$ cat src/rtl/alu_button_sequencer_if.sv
// rtl/alu_button_sequencer_if.sv - operand/select/result bus between the sequencer and the ALU
//
// Purpose: bundles the signals exchanged between alu_button_sequencer and the
// combinational 8-bit signed ALU.
//
// Signals:
//   alu_a, alu_b        8  operands presented to the ALU
//   alu_u .. alu_d      1  operation select lines (one-hot or all zero)
//   alu_result          8  combinational ALU result
//
// Modports:
//   master  sequencer side (drives operands and selects, reads result)
//   slave   ALU side (reads operands and selects, drives result)

interface alu_button_sequencer_if;
  logic [7:0] alu_a;
  logic [7:0] alu_b;
  logic       alu_u;
  logic       alu_l;
  logic       alu_c;
  logic       alu_r;
  logic       alu_d;
  logic [7:0] alu_result;

  modport master (
    output alu_a, alu_b, alu_u, alu_l, alu_c, alu_r, alu_d,
    input  alu_result
  );

  modport slave (
    input  alu_a, alu_b, alu_u, alu_l, alu_c, alu_r, alu_d,
    output alu_result
  );
endinterface

$ cat src/rtl/alu_button_sequencer.sv
// rtl/alu_button_sequencer.sv - button front-end sequencer for the Basys3 8-bit signed ALU
//
// Purpose: synchronizes and debounces five raw push-buttons, turns the first
// debounced press into a single ALU operation (priority U > L > C > R > D),
// holds the selected operation line high for exactly two cycles with operands
// latched from the switches, and registers the ALU result onto the LEDs.
//
// Ports:
//   clk                  system clock
//   reset                asynchronous, active-high reset
//   sw_a, sw_b      [7:0] operand sources (switches)
//   btn_u .. btn_d        raw asynchronous push-buttons
//   alu                   alu_button_sequencer_if.master: alu_a, alu_b,
//                         alu_u..alu_d out; alu_result in
//   led             [7:0] registered ALU result
//   busy                  high whenever the FSM is not in IDLE
//
// Parameters:
//   DEBOUNCE_CYCLES       stable cycles required before a debounced level
//                         changes (use 4 in simulation)
//
// Build option:
//   ACCUM_EN              when defined, operand A is latched from led instead
//                         of sw_a so results chain (accumulator mode)

module alu_button_sequencer #(
  parameter int unsigned DEBOUNCE_CYCLES = 100000
) (
  input  logic                          clk,
  input  logic                          reset,
  input  logic [7:0]                    sw_a,
  input  logic [7:0]                    sw_b,
  input  logic                          btn_u,
  input  logic                          btn_l,
  input  logic                          btn_c,
  input  logic                          btn_r,
  input  logic                          btn_d,
  alu_button_sequencer_if.master        alu,
  output logic [7:0]                    led,
  output logic                          busy
);

  localparam int CNT_W = $clog2(DEBOUNCE_CYCLES + 1);
  localparam logic [CNT_W-1:0] CNT_LAST = CNT_W'(DEBOUNCE_CYCLES - 1);

  localparam logic [1:0] S_IDLE    = 2'd0;
  localparam logic [1:0] S_EXEC    = 2'd1;
  localparam logic [1:0] S_CAPTURE = 2'd2;
  localparam logic [1:0] S_RELEASE = 2'd3;

  // Button vectors are ordered by priority: bit 4 = U (highest) .. bit 0 = D.
  logic [4:0]       btn_raw;
  logic [4:0]       sync_1;
  logic [4:0]       sync_2;
  logic [4:0]       deb;
  logic [4:0]       deb_prev;
  logic [CNT_W-1:0] cnt [5];
  logic [4:0]       press;
  logic [4:0]       sel;

  logic [1:0]       state;
  logic [4:0]       op;
  logic [7:0]       opa;
  logic [7:0]       opb;
  logic             drive_op;

  assign btn_raw = {btn_u, btn_l, btn_c, btn_r, btn_d};

  // Two-flop synchronizer on every raw button.
  always_ff @(posedge clk or posedge reset) begin
    if (reset) begin
      sync_1 <= 5'b0;
      sync_2 <= 5'b0;
    end else begin
      sync_1 <= btn_raw;
      sync_2 <= sync_1;
    end
  end

  // Debounce: any cycle where the synchronized level agrees with the
  // debounced level restarts the count, so only an uninterrupted run of
  // DEBOUNCE_CYCLES disagreeing cycles flips the debounced level.
  always_ff @(posedge clk or posedge reset) begin
    if (reset) begin
      deb <= 5'b0;
      for (int i = 0; i < 5; i++) begin
        cnt[i] <= '0;
      end
    end else begin
      for (int i = 0; i < 5; i++) begin
        if (sync_2[i] == deb[i]) begin
          cnt[i] <= '0;
        end else if (cnt[i] == CNT_LAST) begin
          deb[i] <= ~deb[i];
          cnt[i] <= '0;
        end else begin
          cnt[i] <= cnt[i] + 1'b1;
        end
      end
    end
  end

  // Rising-edge detector on the debounced levels. deb_prev clears on reset,
  // so a button held through reset release still yields one press once its
  // debounced level rises.
  always_ff @(posedge clk or posedge reset) begin
    if (reset) begin
      deb_prev <= 5'b0;
    end else begin
      deb_prev <= deb;
    end
  end

  assign press = deb & ~deb_prev;

  // Fixed priority pick; lower-priority simultaneous presses are dropped.
  always_comb begin
    sel = 5'b0;
    if (press[4]) begin
      sel = 5'b10000;
    end else if (press[3]) begin
      sel = 5'b01000;
    end else if (press[2]) begin
      sel = 5'b00100;
    end else if (press[1]) begin
      sel = 5'b00010;
    end else if (press[0]) begin
      sel = 5'b00001;
    end
  end

  // Operation sequencer. Presses outside IDLE are simply ignored, never queued.
  always_ff @(posedge clk or posedge reset) begin
    if (reset) begin
      state <= S_IDLE;
      op    <= 5'b0;
      opa   <= 8'h00;
      opb   <= 8'h00;
      led   <= 8'h00;
    end else begin
      case (state)
        S_IDLE: begin
          if (|press) begin
`ifdef ACCUM_EN
            opa <= led;
`else
            opa <= sw_a;
`endif
            opb   <= sw_b;
            op    <= sel;
            state <= S_EXEC;
          end
        end
        S_EXEC: begin
          state <= S_CAPTURE;
        end
        S_CAPTURE: begin
          led   <= alu.alu_result;
          state <= S_RELEASE;
        end
        S_RELEASE: begin
          // Wait for every button to be released so a long hold cannot
          // retrigger and a press made while busy is lost rather than queued.
          if (deb == 5'b0) begin
            state <= S_IDLE;
          end
        end
        default: begin
          state <= S_IDLE;
        end
      endcase
    end
  end

  // Select lines are gated by state, so they drop at once on reset and in
  // RELEASE while the operand registers keep their last values.
  assign drive_op = (state == S_EXEC) || (state == S_CAPTURE);

  assign alu.alu_a = opa;
  assign alu.alu_b = opb;
  assign alu.alu_u = drive_op & op[4];
  assign alu.alu_l = drive_op & op[3];
  assign alu.alu_c = drive_op & op[2];
  assign alu.alu_r = drive_op & op[1];
  assign alu.alu_d = drive_op & op[0];

  assign busy = (state != S_IDLE);

endmodule
$ cat src/flat_wrapper.sv
// flat-port wrapper written by rule: the top's interface ports become plain ports
module alu_button_sequencer_flat 
#(
  parameter int unsigned DEBOUNCE_CYCLES = 100000
)
  (clk, reset, sw_a, sw_b, btn_u, btn_l, btn_c, btn_r, btn_d, led, busy, alu_alu_a, alu_alu_b, alu_alu_u, alu_alu_l, alu_alu_c, alu_alu_r, alu_alu_d, alu_alu_result);
  alu_button_sequencer_if alu_i ();
  input  logic clk;
  input  logic reset;
  input  logic [7:0] sw_a;
  input  logic [7:0] sw_b;
  input  logic btn_u;
  input  logic btn_l;
  input  logic btn_c;
  input  logic btn_r;
  input  logic btn_d;
  output logic [7:0] led;
  output logic busy;
  output wire logic [$bits(alu_i.alu_a)-1:0] alu_alu_a;
  output wire logic [$bits(alu_i.alu_b)-1:0] alu_alu_b;
  output wire logic [$bits(alu_i.alu_u)-1:0] alu_alu_u;
  output wire logic [$bits(alu_i.alu_l)-1:0] alu_alu_l;
  output wire logic [$bits(alu_i.alu_c)-1:0] alu_alu_c;
  output wire logic [$bits(alu_i.alu_r)-1:0] alu_alu_r;
  output wire logic [$bits(alu_i.alu_d)-1:0] alu_alu_d;
  input wire logic [$bits(alu_i.alu_result)-1:0] alu_alu_result;
  assign alu_alu_a = alu_i.alu_a;
  assign alu_alu_b = alu_i.alu_b;
  assign alu_alu_u = alu_i.alu_u;
  assign alu_alu_l = alu_i.alu_l;
  assign alu_alu_c = alu_i.alu_c;
  assign alu_alu_r = alu_i.alu_r;
  assign alu_alu_d = alu_i.alu_d;
  assign alu_i.alu_result = alu_alu_result;
  alu_button_sequencer #(.DEBOUNCE_CYCLES(DEBOUNCE_CYCLES)) u_core (.clk(clk), .reset(reset), .sw_a(sw_a), .sw_b(sw_b), .btn_u(btn_u), .btn_l(btn_l), .btn_c(btn_c), .btn_r(btn_r), .btn_d(btn_d), .alu(alu_i), .led(led), .busy(busy));
endmodule
$ cat config.mk
export PLATFORM = sky130hd
export DESIGN_NAME = alu_button_sequencer_flat
export DESIGN_NICKNAME = d
export VERILOG_FILES = /design/src/rtl/alu_button_sequencer_if.sv /design/src/rtl/alu_button_sequencer.sv /design/src/flat_wrapper.sv
export SDC_FILE = /design/constraint.sdc
export NUM_CORES = 1
export LEC_CHECK = 0
export BUFFER_PORTS_ARGS = -buffer_cell sky130_fd_sc_hd__buf_4
export CORE_MARGIN = 5
export CORE_UTILIZATION = 53
export CTS_CLUSTER_SIZE = 10
export DETAILED_ROUTE_END_ITERATION = 10
export PLACE_DENSITY = 0.76
export SLEW_MARGIN = 20
export SYNTH_ARGS = -nofsm -noshare
export SYNTH_HDL_FRONTEND = slang
export SYNTH_SLANG_ARGS = --single-unit
$ cat constraint.sdc
create_clock -name clk -period 4.5 [get_ports clk]
set_input_delay 0.9 -clock clk [delete_from_list [all_inputs] [get_ports clk]]
set_output_delay 0.9 -clock clk [all_outputs]
set_load 0.005 [all_outputs]
Yosys cells after proc, flatten, opt, wreduce, memory -nomap -nowiden
Cells that the tools add are included.
{ "totals": {"ff_bits": 136, "latchBits": 0, "ram_bits": 0, "rom_bits": 0, "inputBits": 31, "output_inout_bits": 30, "word_cells": 85, "memories": 0} }
{ "classes": {"add_sub_neg": 5, "n_mul": 0, "div": 0, "order_cmp": 0, "n_eq_ne": 15, "n_shift": 0, "mux": 18, "bitwise": 17, "reduce_logical": 12} }
{ "ops": {"columns": ["cell", "n"], "rows": [
  ["17-bit 2-to-1 mux", 10],
  ["17-bit by 1-bit adder with 17-bit output, second input constant", 5],
  ["17-bit equality test, second input constant", 5],
  ["5-bit 2-to-1 mux", 4],
  ["2-bit AND reduction", 7],
  ["1-bit NOT", 10],
  ["2-bit case mux with 4 select lines", 1],
  ["1-bit bitwise AND", 5],
  ["5-bit bitwise AND", 1],
  ["1-bit equality test", 5],
  ["5-bit logical NOT", 1],
  ["5-bit NOT", 1],
  ["5-bit OR reduction", 1],
  ["2-bit equality test, second input constant", 2],
  ["2-bit 2-to-1 mux", 2],
  ["2-bit by 1-bit inequality test with 1-bit output, second input constant", 2],
  ["2-bit by 1-bit equality test with 1-bit output, second input constant", 1],
  ["2-bit logical NOT", 1],
  ["2-bit nonzero test", 1],
  ["1-bit logical OR", 1],
  ["1-bit 2-to-1 mux", 1]
]} }

Depth between registers and ports, before layout
{ "depth": {"ltp_word": 7, "ltp_mapped": 7, "ltp_nobuf": 5} }

Worst setup path after synthesis
OpenSTA, ideal clock, no wires.
{ "synth_timing": {"path_kind": "flip-flop to flip-flop", "from": "register u_core.deb[4]", "to": "register u_core.opa[7], in the netlist u_core.alu.alu_a[7]", "setup_time_ns": 0.125, "arrival_ns": 1.788, "required_time_ns": 4.375, "path_slack_ns": 2.588, "path_stages_with_launch": 6, "n_path_buf": 1, "path_cell_list": "dfrtp_1 nor2b_1 or4_1 o21ai_1 buf_4 mux2_2"} }
{ "synth_between": {"elab_chain_len": 3} }
{ "synth_lines": {"columns": ["element", "line_no", "rtl"], "rows": [
  ["from (decl)", "alu_button_sequencer.sv:55", "logic [4:0] deb;"],
  ["from (signal, indexed assignment)", "alu_button_sequencer.sv:94", "deb[i] <= ~deb[i];"],
  ["5-bit bitwise AND", "alu_button_sequencer.sv:114", "assign press = deb & ~deb_prev;"],
  ["5-bit OR reduction", "alu_button_sequencer.sv:143", "if (|press) begin"],
  ["2-bit AND reduction (no source line)", null, null],
  ["to (signal assigned)", "alu_button_sequencer.sv:147", "opa <= sw_a;"],
  ["to (decl)", "alu_button_sequencer.sv:63", "logic [7:0] opa;"]
]} }
Every way passes these cells.
A chain may end at the register's enable or synchronous reset.

Final worst setup path
{ "layout_timing": {"from": "register u_core.deb[4]", "to": "register u_core.opa[0], in the netlist u_core.alu.alu_a[0]"} }
Same word-level chain as after synthesis.

==> results.tsv <==
metric	value	unit
cts_buffer_depth	2	
nNetsFinal	653	
fp.coreArea	0.0114	mm^2
startpoint_type	register	
max_slew_margin	31.5	%
critPathRequiredTime	4.79	ns
drc	0	
rsz0062_at_grt	false	
period_minus_slack	2.60	ns
syn_avg_cell_area	11.2	um^2
finalWorstSetupSlack	1.90	ns
status	finished, final reports clean	
die_area	0.0138	mm^2
wl	11.5	mm
dieHeight	117	um
p_clk_share	51.0	%
hold_path.class	register to register	
p_int	0.00222	W
crit_arrival	2.89	ns
diodes	0	
cp-end-kind	register	
cts_root_buf	clkbuf_16	
vias	4320	
io_buffers	60	
crit_path_max_fanout	20	
synthFlopType	dfrtp_1	
overflow	0	
dp_hpwl	7.58	mm
yosys_warnings	0	
die_w	117	um
synth_edf_count	0	
layoutNonFillerInstCount	768	
gp_congestion	0.858	
fin_area	0.00731	mm^2
routedWlPerCell	15.0	um
fin_crit_sh	57.8	%
grt_pass1_vias	4346	
maxCapViolCount	0	
drive_gt1_share	20.6	%
pre_cts_ws	1.92	ns
first_iter_violations	228	
path_clk_slew	0.05	ns
criticalPathCategory	register to register	
worst_pin_slew	1.03	ns
slew_violations	0	
hold_buffers	0	
drt-vias-per-instance	5.63	
synthesis.nets	585	
synthArstFlopShare	100	%
grt_use_total	17.5	%
cts_sinks	136	
vdd_drop_max	0.000279	V
setup_viol	0	
antenna_found_initial	0	
insertion_delay	0.42	ns
drtPass1Iterations	4	
placedInstanceArea	0.00671	mm^2
power_switching	0.000560	W
cts_setup_buffers	0	
ant_nets	0	
clock_skew	0.00674	ns
final-hold-violation-count	0	
core.rowCount	39	
netlist_instances	546	
syn2layout_area_growth	19.5	%
ctsResizeCount	0	
pwr_density_cell	381	mW/mm^2
seq_area_frac_synth	55.6	%
cts_made_buffers	17	
grt_pass1_wl	20.0	mm
p_leak	3.25	nW
synth-seq-cells	136	
timing.fmax	385	MHz
io_pins	61	
htreeDepth	4	
tns	0	ns
sw_frac_of_total	20.1	%
syn_area	0.00612	mm^2
ys_types	43	
grt_max_degree	137	
post-place-cells	738	
power_frac_comb	3.6	%
sequentialPowerShare	45.5	%
cts_tree	done	
fin_util	64.3	%
start_util	53.8	%
## metrics by stage
stage / hold WS, ns / total power [W]
after global placement: 0.334 / 0.00138
after CTS: 0.348 / 0.00282
after detailed placement: 0.336 / 0.00139
final: 0.346 / 0.00278
after floorplan: 0.331 / 0.00134
after global routing: 0.353 / 0.00288
## logic make-up after synthesis
group                      share of synthesized area (%)
xor gates and xnor gates                            10.4
DFF                                                 55.6
buffers and inverters                               1.70
and+or+nand+nor                                     22.2
adders and majority gates                           1.64
muxes                                               5.70
AOI/OAI and AO/OA                                   2.70
## layout make-up
type | count | area [um^2]
multi-input cells | 388 | 2620
well taps | 143 | 179
inverters | 10 | 41.3
clock inverters | 9 | 150
repair buffers | 61 | 470
flip-flops and latches | 136 | 3400
fillers | 906 | 4060
clock buffers | 21 | 450
## routing by layer
layer	track usage, %	vias up	routed length (um)
met2	26.9	102	5370
met5	0	-	0
met3	4.95	19	502
met1	23.1	2139	5410
met4	7.74	0	238
li1	-	2060	-
## layout by cell type, fill, tap and decap left out, types with 4 or more instances in the layout
| master | count |
|---|---|
| bufinv_16 | 4 |
| or3_1 | 4 |
| and3_1 | 5 |
| dfrtp_1 | 136 |
| nand2_1 | 28 |
| o21ai_0 | 4 |
| clkbuf_16 | 17 |
| ha_1 | 8 |
| or4_1 | 6 |
| o31ai_1 | 4 |
| nor4_1 | 15 |
| and2_1 | 8 |
| nand3_1 | 24 |
| xor2_1 | 32 |
| mux2_2 | 31 |
| nand4_1 | 30 |
| inv_1 | 9 |
| xnor2_1 | 41 |
| a21oi_1 | 9 |
| nor4bb_1 | 8 |
| nor3_1 | 15 |
| buf_4 | 60 |
| nor2_1 | 80 |
| and4_1 | 9 |
| nor2b_1 | 5 |
## state kept, by name (all words and copies together) (netlist names)
register,flops
u_core.deb_prev,5
u_core.sync_1,5
u_core.led,8
u_core.alu.alu_b,8
u_core.op,5
u_core.cnt,85
u_core.deb,5
u_core.sync_2,5
u_core.alu.alu_a,8
u_core.state,2
## worst max-delay path, stage by stage, from the launching register on
cell     delay, ns
dfrtp_1       0.41
nor2b_1       0.18
or4_1         0.62
o21ai_2       0.85
mux2_2        0.42
## cells in the mapped netlist, types with 2 or more instances
library cell  instances  area [um^2]
and3_1                5         31.3
or3_4                 2         22.5
nand2_1              28          105
and4b_1               3         30.0
or4_1                 6         45.0
inv_1                10         37.5
dfrtp_1             136         3400
nor2b_1               5         31.3
nand3_1              24          120
nor3_1               15         75.1
clkbuf_1              8         30.0
and4_1                9         78.8
a21o_1                3         22.5
and2_1                8         50.1
or3_1                 4         25.0
nor4bb_1              8         80.1
nand4_1              30          188
a21oi_1               9         45.0
nor2_1               80          300
ha_1                  8          100
o31ai_1               4         30.0
buf_4                 2         15.0
xnor2_1              41          359
o21ai_0               4         20.0
mux2_2               31          349
xor2_1               32          280
nor4_1               15         93.8
## power groups by stage
stage	sequential, W	combinational, W	clock [W]
5_1_grt	0.00127	0.000114	0.00150
3_5_place_dp	0.00129	0.000103	0
6_report	0.00127	0.0000990	0.00142
2_1_floorplan	0.00128	0.0000547	0
3_3_place_gp	0.00128	0.0000995	0
4_1_cts	0.00127	0.000103	0.00145
## worst paths after layout
| path | startpoint | cells after the start | slack (ns) | endpoint |
|---|---|---|---|---|
| min in group asynchronous | reset | 3 | 0.61 | u_core.cnt[66]$_DFF_PP0_ |
| max in group asynchronous | reset | 3 | 3.25 | u_core.cnt[57]$_DFF_PP0_ |
| hold / removal | u_core.sync_1[4]$_DFF_PP0_ | 0 | 0.35 | u_core.sync_2[4]$_DFF_PP0_ |
| setup reg to reg | u_core.deb[4]$_DFFE_PP0P_ | 4 | 1.90 | u_core.alu.alu_a[0]$_DFFE_PP0P_ |
| setup / recovery | u_core.deb[4]$_DFFE_PP0P_ | 4 | 1.90 | u_core.alu.alu_a[0]$_DFFE_PP0P_ |
| hold reg to reg | u_core.sync_1[4]$_DFF_PP0_ | 0 | 0.35 | u_core.sync_2[4]$_DFF_PP0_ |
No activity file was read; power rests on OpenSTA's default activity.
